$ cat src/rtl/lcd_cmd_driver.sv
// lcd_cmd_driver: turns toggle-strobed LSU LCD register writes into timed HD44780 write cycles, with power-on init.
module lcd_cmd_driver #(
  parameter int POR_CYC   = 2_000_000,
  parameter int SETUP_CYC = 2,
  parameter int EN_CYC    = 12,
  parameter int HOLD_CYC  = 2,
  parameter int EXEC_CYC  = 2_000,
  parameter int CLR_CYC   = 80_000
) (
  input  logic        clk_i,
  input  logic        rst_i,
  input  logic [31:0] io_lcd_i,
  output logic        lcd_on_o,
  output logic        lcd_rs_o,
  output logic        lcd_rw_o,
  output logic        lcd_en_o,
  output logic [7:0]  lcd_data_o,
  output logic        busy_o,
  output logic        init_done_o,
  output logic        ovf_o
);
  localparam int M1 = POR_CYC > CLR_CYC ? POR_CYC : CLR_CYC;
  localparam int M2 = M1 > EXEC_CYC ? M1 : EXEC_CYC;
  localparam int M3 = M2 > EN_CYC ? M2 : EN_CYC;
  localparam int M4 = M3 > SETUP_CYC ? M3 : SETUP_CYC;
  localparam int MAXC = M4 > HOLD_CYC ? M4 : HOLD_CYC;
  localparam int CW = $clog2(MAXC + 1);

  typedef enum logic [2:0] {POR_WAIT, INIT, IDLE, SETUP, EN_HIGH, HOLD, WAIT} state_t;

  state_t state, state_n;
  logic [CW-1:0] cnt, cnt_n;
  logic [1:0] step, step_n;
  logic done_n, rs_n, slot_full, slot_full_n, slot_rs, slot_rs_n, last_tog, ovf_n;
  logic new_cmd, pop, clr;
  logic [7:0] data_n, slot_data, slot_data_n;
  logic unused;

  assign unused = ^io_lcd_i[29:9];
  assign lcd_rw_o = 1'b0;

  always_comb begin
    new_cmd = io_lcd_i[30] ^ last_tog;
    pop = (state == IDLE) && slot_full;
    clr = !lcd_rs_o && lcd_data_o[7:2] == 6'd0;
    state_n = state;
    step_n = step;
    done_n = init_done_o;
    rs_n = lcd_rs_o;
    data_n = lcd_data_o;
    case (state)
      POR_WAIT: state_n = (cnt == CW'(POR_CYC - 1)) ? INIT : POR_WAIT;
      INIT: begin
        state_n = SETUP;
        rs_n = 1'b0;
        data_n = step == 2'd0 ? 8'h38 : step == 2'd1 ? 8'h0C : step == 2'd2 ? 8'h01 : 8'h06;
      end
      IDLE: if (slot_full) begin
        state_n = SETUP;
        rs_n = slot_rs;
        data_n = slot_data;
      end
      SETUP:   state_n = (cnt == CW'(SETUP_CYC - 1)) ? EN_HIGH : SETUP;
      EN_HIGH: state_n = (cnt == CW'(EN_CYC - 1)) ? HOLD : EN_HIGH;
      HOLD:    state_n = (cnt == CW'(HOLD_CYC - 1)) ? WAIT : HOLD;
      WAIT: if (cnt == (clr ? CW'(CLR_CYC - 1) : CW'(EXEC_CYC - 1))) begin
        // Init steps chain back through INIT until the fourth command's wait expires
        state_n = (init_done_o || step == 2'd3) ? IDLE : INIT;
        done_n = init_done_o || step == 2'd3;
        step_n = init_done_o ? step : step + 2'd1;
      end
      default: state_n = POR_WAIT;
    endcase
    cnt_n = (state_n != state || state == IDLE) ? '0 : cnt + CW'(1);
    slot_full_n = new_cmd || (slot_full && !pop);
    slot_rs_n = new_cmd ? io_lcd_i[8] : slot_rs;
    slot_data_n = new_cmd ? io_lcd_i[7:0] : slot_data;
    ovf_n = ovf_o || (new_cmd && slot_full && !pop);
  end

  always_ff @(posedge clk_i) begin
    if (rst_i) begin
      state <= POR_WAIT;
      cnt <= '0;
      step <= 2'd0;
      init_done_o <= 1'b0;
      lcd_rs_o <= 1'b0;
      lcd_data_o <= 8'h00;
      lcd_en_o <= 1'b0;
      lcd_on_o <= 1'b0;
      busy_o <= 1'b1;
      ovf_o <= 1'b0;
      slot_full <= 1'b0;
      slot_rs <= 1'b0;
      slot_data <= 8'h00;
      last_tog <= io_lcd_i[30];
    end else begin
      state <= state_n;
      cnt <= cnt_n;
      step <= step_n;
      init_done_o <= done_n;
      lcd_rs_o <= rs_n;
      lcd_data_o <= data_n;
      lcd_en_o <= state_n == EN_HIGH;
      lcd_on_o <= io_lcd_i[31];
      busy_o <= state_n != IDLE || slot_full_n;
      ovf_o <= ovf_n;
      slot_full <= slot_full_n;
      slot_rs <= slot_rs_n;
      slot_data <= slot_data_n;
      last_tog <= io_lcd_i[30];
    end
  end
endmodule

$ cat config.mk
export PLATFORM = sky130hd
export DESIGN_NAME = lcd_cmd_driver
export DESIGN_NICKNAME = d
export VERILOG_FILES = /design/src/rtl/lcd_cmd_driver.sv
export SDC_FILE = /design/constraint.sdc
export NUM_CORES = 1
export LEC_CHECK = 0
export ABC_AREA = 1
export BUFFER_PORTS_ARGS = -buffer_cell sky130_fd_sc_hd__buf_2
export CAP_MARGIN = 40
export CORE_ASPECT_RATIO = 0.75
export CORE_MARGIN = 5
export CORE_UTILIZATION = 60
export CTS_CLUSTER_SIZE = 24
export DETAILED_ROUTE_END_ITERATION = 8
export PLACE_DENSITY_LB_ADDON = 0.25
export SYNTH_ARGS = -nofsm -noshare
export SYNTH_HDL_FRONTEND = slang
export SYNTH_SLANG_ARGS = --single-unit
export TNS_END_PERCENT = 10
$ cat constraint.sdc
create_clock -name clk_i -period 4.7 [get_ports clk_i]
set_input_delay 1.41 -clock clk_i [delete_from_list [all_inputs] [get_ports clk_i]]
set_output_delay 1.41 -clock clk_i [all_outputs]
set_load 0.03 [all_outputs]
# Word level (Yosys, flattened, before mapping)
# Cells that the tools add are included.
totals:
  latchBits: 0
  mem_bits_rw: 0
  memories: 0
  ff_bits: 51
  input_bits: 34
  mem_bits_ro: 0
  output_inout_bits: 15
  wordCells: 71
classes:
  shift: 0
  multipliers: 0
  addsub: 2
  n_div: 0
  n_reduce_logical: 20
  n_bitwise: 2
  n_lt_le_gt_ge: 0
  n_eq_ne: 17
  muxes: 16
ops:
  columns: ["op", "n"]
  rows:
  - ["21-bit by 1-bit adder with 21-bit output (second input constant)", 1]
  - ["21-bit by 1-bit equality test with 1-bit output (second input constant)", 1]
  - ["21-bit by 17-bit equality test with 1-bit output", 1]
  - ["21-bit equality test (second input constant)", 1]
  - ["21-bit by 4-bit equality test with 1-bit output (second input constant)", 1]
  - ["3-bit one-hot mux with 7 select lines", 1]
  - ["17-bit two-way mux", 1]
  - ["8-bit one-hot mux with 2 select lines", 1]
  - ["3-bit equality test (second input constant)", 4]
  - ["3-bit two-way mux", 4]
  - ["8-bit two-way mux", 1]
  - ["3-bit by 2-bit equality test with 1-bit output (second input constant)", 2]
  - ["6-bit zero test", 1]
  - ["6-bit two-way mux", 1]
  - ["1-bit logical AND", 5]
  - ["1-bit logical OR", 5]
  - ["2-bit equality test (second input constant)", 2]
  - ["2-bit two-way mux", 2]
  - ["4-bit two-way mux", 1]
  - ["2-bit AND reduction", 2]
  - ["3-bit by 1-bit equality test with 1-bit output (second input constant)", 1]
  - ["3-bit zero test", 1]
  - ["1-bit two-way mux", 3]
  - ["3-bit by 2-bit != test with 1-bit output (second input constant)", 1]
  - ["other kinds (12)", 13]

# Logic depth before layout (Yosys ltp)
depth:
  ltp_word: 9
  depth_mapped: 15

# Worst setup path after synthesis
# OpenSTA, ideal clock, no wires.
synth_path:
  path_kind: "input port to flip-flop"
  from: "input io_lcd_i[30]"
  to: "register ovf_o"
  n_path_buf: 1
  setup_time_ns: 0.132
  slack_ns: 2.359
  t_arrival_ns: 2.209
  cell_stages: 6
  required_time_ns: 4.568
  cell_sequence: "or2_2 -> nand2_1 -> inv_1 -> clkbuf_1 -> nand3_1 -> a21oi_1"
synth_via:
  elab_chain_cells: 4
synth_rtl:
  columns: ["item", "line_no", "source"]
  rows:
  - ["start: declaration", "12", "input logic [31:0] io_lcd_i,"]
  - ["1-bit bitwise XOR", "43", "new_cmd = io_lcd_i[30] ^ last_tog;"]
  - ["1-bit logical AND (2 in a row)", "78", "ovf_n = ovf_o || (new_cmd && slot_full && !pop);"]
  - ["1-bit logical OR", "78", null]
  - ["end signal: assignment", "107", "ovf_o <= ovf_n;"]
  - ["end: declaration", "20", "output logic ovf_o"]
# Every way passes these cells.
# A chain may end at the register's enable or synchronous reset.

# Final worst setup path
layout_path:
  from: "input rst_i"
  to: "register cnt[10]"
layout_via:
  elab_chain_cells: 1
layout_rtl:
  columns: ["item", "line_no", "source"]
  rows:
  - ["start: declaration", "11", "input logic rst_i,"]
  - ["2-bit OR reduction (no line)", null, null]
  - ["end signal: assignment", "99", "cnt <= cnt_n;"]
  - ["end: declaration", "32", "logic [CW-1:0] cnt, cnt_n;"]
# Every way passes these cells.

==> results_dict.tcl <==
set metrics [dict create \
    outcome "complete, no violations" \
    max_stage_delay_ns 0.35 \
    fin_skew_ns 0.00265 \
    fill_cells 423 \
    synth-seq-cells 51 \
    r2r-start "cnt[0]$_SDFF_PP0_" \
    period_needed_ns 2.45 \
    syn_area_um2 2790 \
    crit_path_max_fanout 21 \
    timing.setup.tns_ns 0 \
    clock.fmax_mhz 407 \
    via_per_inst 5.50 \
    p_total_uw 772 \
    crit_type "input port to register" \
    grt_pass1_vias 2287 \
    placed_cells 440 \
    antenna_left 0 \
    netSwitchingFraction_pct 24.8 \
    dr_wl_met2_mm 2.57 \
    slowest_stage "nand2_2" \
    hold_end "ovf_o$_SDFF_PP0_" \
    initial_core_util_pct 62.4 \
    async_flop_share_pct 0 \
    diodes 0 \
    route.met3.wl_um 463 \
    synth_top_area_cell "dfxtp_1" \
    ys_seq_area_share_pct 36.7 \
    rsz0062_at_grt "false" \
    cts_buffers 5 \
    switchingPower_uw 191 \
    ctsLongestPathBuffers 2 \
    drive_above_1_share_pct 21.2 \
    io_pins 49 \
    postCtsSetupBuffers 0 \
    top_layer "met4" \
    insertion_delay_ns 0.31 \
    hp-start "ovf_o$_SDFF_PP0_" \
    core_um2 4470 \
    relSlewSlack_pct 57.6 \
    worst_pin_slew_ns 0.634 \
    ctsHoldBuffers 0 \
    synth.area.top_cells "dfxtp_1 37%, nor3_2 8.3%, nand2_1 7.1%" \
    cp-end-kind "register" \
    seq_area_um2 1020 \
    dieArea_um2 6120 \
    crit_arrival_ns 2.69 \
    hold_class "register to register" \
    ys_top_cells_by_count "53 x nand2_1, 51 x dfxtp_1, 48 x nor2_1" \
    dpl_worst_slack_ns 1.92 \
    critPathRequiredTime_ns 4.94 \
    syn-num-nets 408 \
    yosysTopAreaCellShare_pct 36.7 \
    synth_cell_types 39 \
    clk_pin_slew_worst_paths_ns 0.09 \
    setup_viol 0 \
    track_usage_pct 22.9 \
    critPathMostFrequentCell "inv_1" \
    routed_wl_mm 6.42 \
    min_path_cells 2 \
    power_frac_clock_pct 35.2 \
    overflow 0 \
    wl_per_cell_um 14.3 \
    fin_crit_sh_pct 52.2 \
    clock_sinks 51 \
    antenna_found_initial 0 \
    vias 2463 \
    netlist_instances 367 \
    die_h_um 69.0 \
    power_density_nw_per_um2 257 \
    dp_hpwl_mm 4.87 \
    fin_nets 431 \
    drtIter0Drc 268 \
    yosys.cell_count.top_type "nand2_1" \
    r2r_end "cnt[10]$_SDFF_PP0_" \
    numPortBuffers 26 \
    grt_max_degree 22 \
    combinationalPowerShare_pct 6.4 \
    grt_pass1_wl_mm 11.3 \
    cp-start-kind "input port" \
    fp-row-count 21 \
    drc 0 \
    reg2reg_setup_slack_ns 2.33 \
    firstDrtPassIters 5 \
    synth_ff_type "dfxtp_1" \
    worstPathCellList "buf_2 > inv_1 > buf_4 > nand3_1 > inv_1 > nand2_2 > nor3_2" \
    leakage_nw 1.21 \
    irDropWorstVdd_mv 0.220 \
    r2r_cells 10 \
    syn_avg_cell_area_um2 7.59 \
    cts_resized 0 \
    h-tree-depth 2 \
    synthToLayoutAreaGrowth_pct 8.00 \
    multi_input_area_um2 1510 \
    p_int_uw 581 \
    maxCapViolations 0 \
    ys_warn_count 0 \
    gp_congestion 0.962 \
    fin_cells 448 \
    drv_slew 0 \
    hold_ws_ns 0.461 \
    wl_met1_mm 3.32 \
    clock-root-buffer "clkbuf_8" \
    worst_slack_ns 2.25 \
    die_w_um 88.7 \
    synth_edf_count 0 \
    finalHoldViolCount 0 \
    cts_tree "yes" \
    seqPwrFrac_pct 58.4 \
]
worst max-delay path, delay by kind of cell:
kind                   cells  cell delay [ns]
buffers and inverters      4             0.53
AND/OR/NAND/NOR            3             0.74
area by class of cell:
type,instances,area share (%)
Clock buffer,6,2.75
Sequential cell,51,33.9
Multi-Input combinational cell,260,50.2
Timing Repair Buffer,27,4.58
Clock inverter,2,0.541
Inverter,45,5.62
Tap cell,57,2.37
flip-flops by register name (all words and copies together), names as in the netlist, 2 cells and up:
register / flops
cnt: 21
state: 3
step: 2
lcd_data_o: 8
slot_data: 8
metrics by stage:
| step | utilization, % | instance area (um2) |
|---|---|---|
| after floorplan | - | 2790 |
| after global placement | 65.1 | 2910 |
| after detailed placement | 65.1 | 2910 |
| after CTS | 67.3 | 3010 |
| after global routing | 67.3 | 3010 |
| final | 67.3 | 3010 |
layout by cell type (no fill, tap or decap), drive strengths merged, types with 5 or more instances in the layout:
cell type  synthesis  layout
nand4             15      15
nor3              40      40
a31oi              5       5
ha                 7       7
dfxtp             51      51
nand2             60      60
buf                8      27
nand3             20      20
inv               44      44
a21oi             11      11
clkbuf             3       6
xor2              17      17
nor2              52      52
o21ai             21      21
layer usage:
metal | global-route usage [%] | vias to the layer above
met5 | 0 | -
li1 | - | 1247
met1 | 36.7 | 1120
met3 | 5.12 | 7
met4 | 5.03 | 0
met2 | 30.4 | 89
how the worst max path moves through the flow:
stage                                    end         start
final                     cnt[10]$_SDFF_PP0_         rst_i
after global placement    cnt[20]$_SDFF_PP0_         rst_i
after floorplan             ovf_o$_SDFF_PP0_  io_lcd_i[30]
after detailed placement   cnt[2]$_SDFF_PP0_         rst_i
after CTS                 cnt[10]$_SDFF_PP0_         rst_i
after global routing       cnt[4]$_SDFF_PP0_         rst_i
logic make-up (layout without fill, tap and decap cells):
| family | count (synthesis) | in the layout | share of synthesized area (%) |
|---|---|---|---|
| flops | 51 | 51 | 36.7 |
| fa+ha+maj | 7 | 7 | 3.14 |
| simple gates | 191 | 191 | 36.5 |
| xor+xnor | 19 | 19 | 5.97 |
| buf+inv | 56 | 80 | 9.12 |
| compound gates | 42 | 42 | 8.49 |
| other cells | 1 | 1 | 0.135 |
power groups by stage:
stage          Clock [mW]  Sequential (mW)  Combinational [mW]
2_1_floorplan           0            0.461              0.0344
3_3_place_gp            0            0.461              0.0468
3_5_place_dp            0            0.461              0.0485
4_1_cts             0.275            0.451              0.0488
5_1_grt             0.298            0.453              0.0551
6_report            0.272            0.451              0.0491
Note: power is estimated with default switching activity, not from simulation.
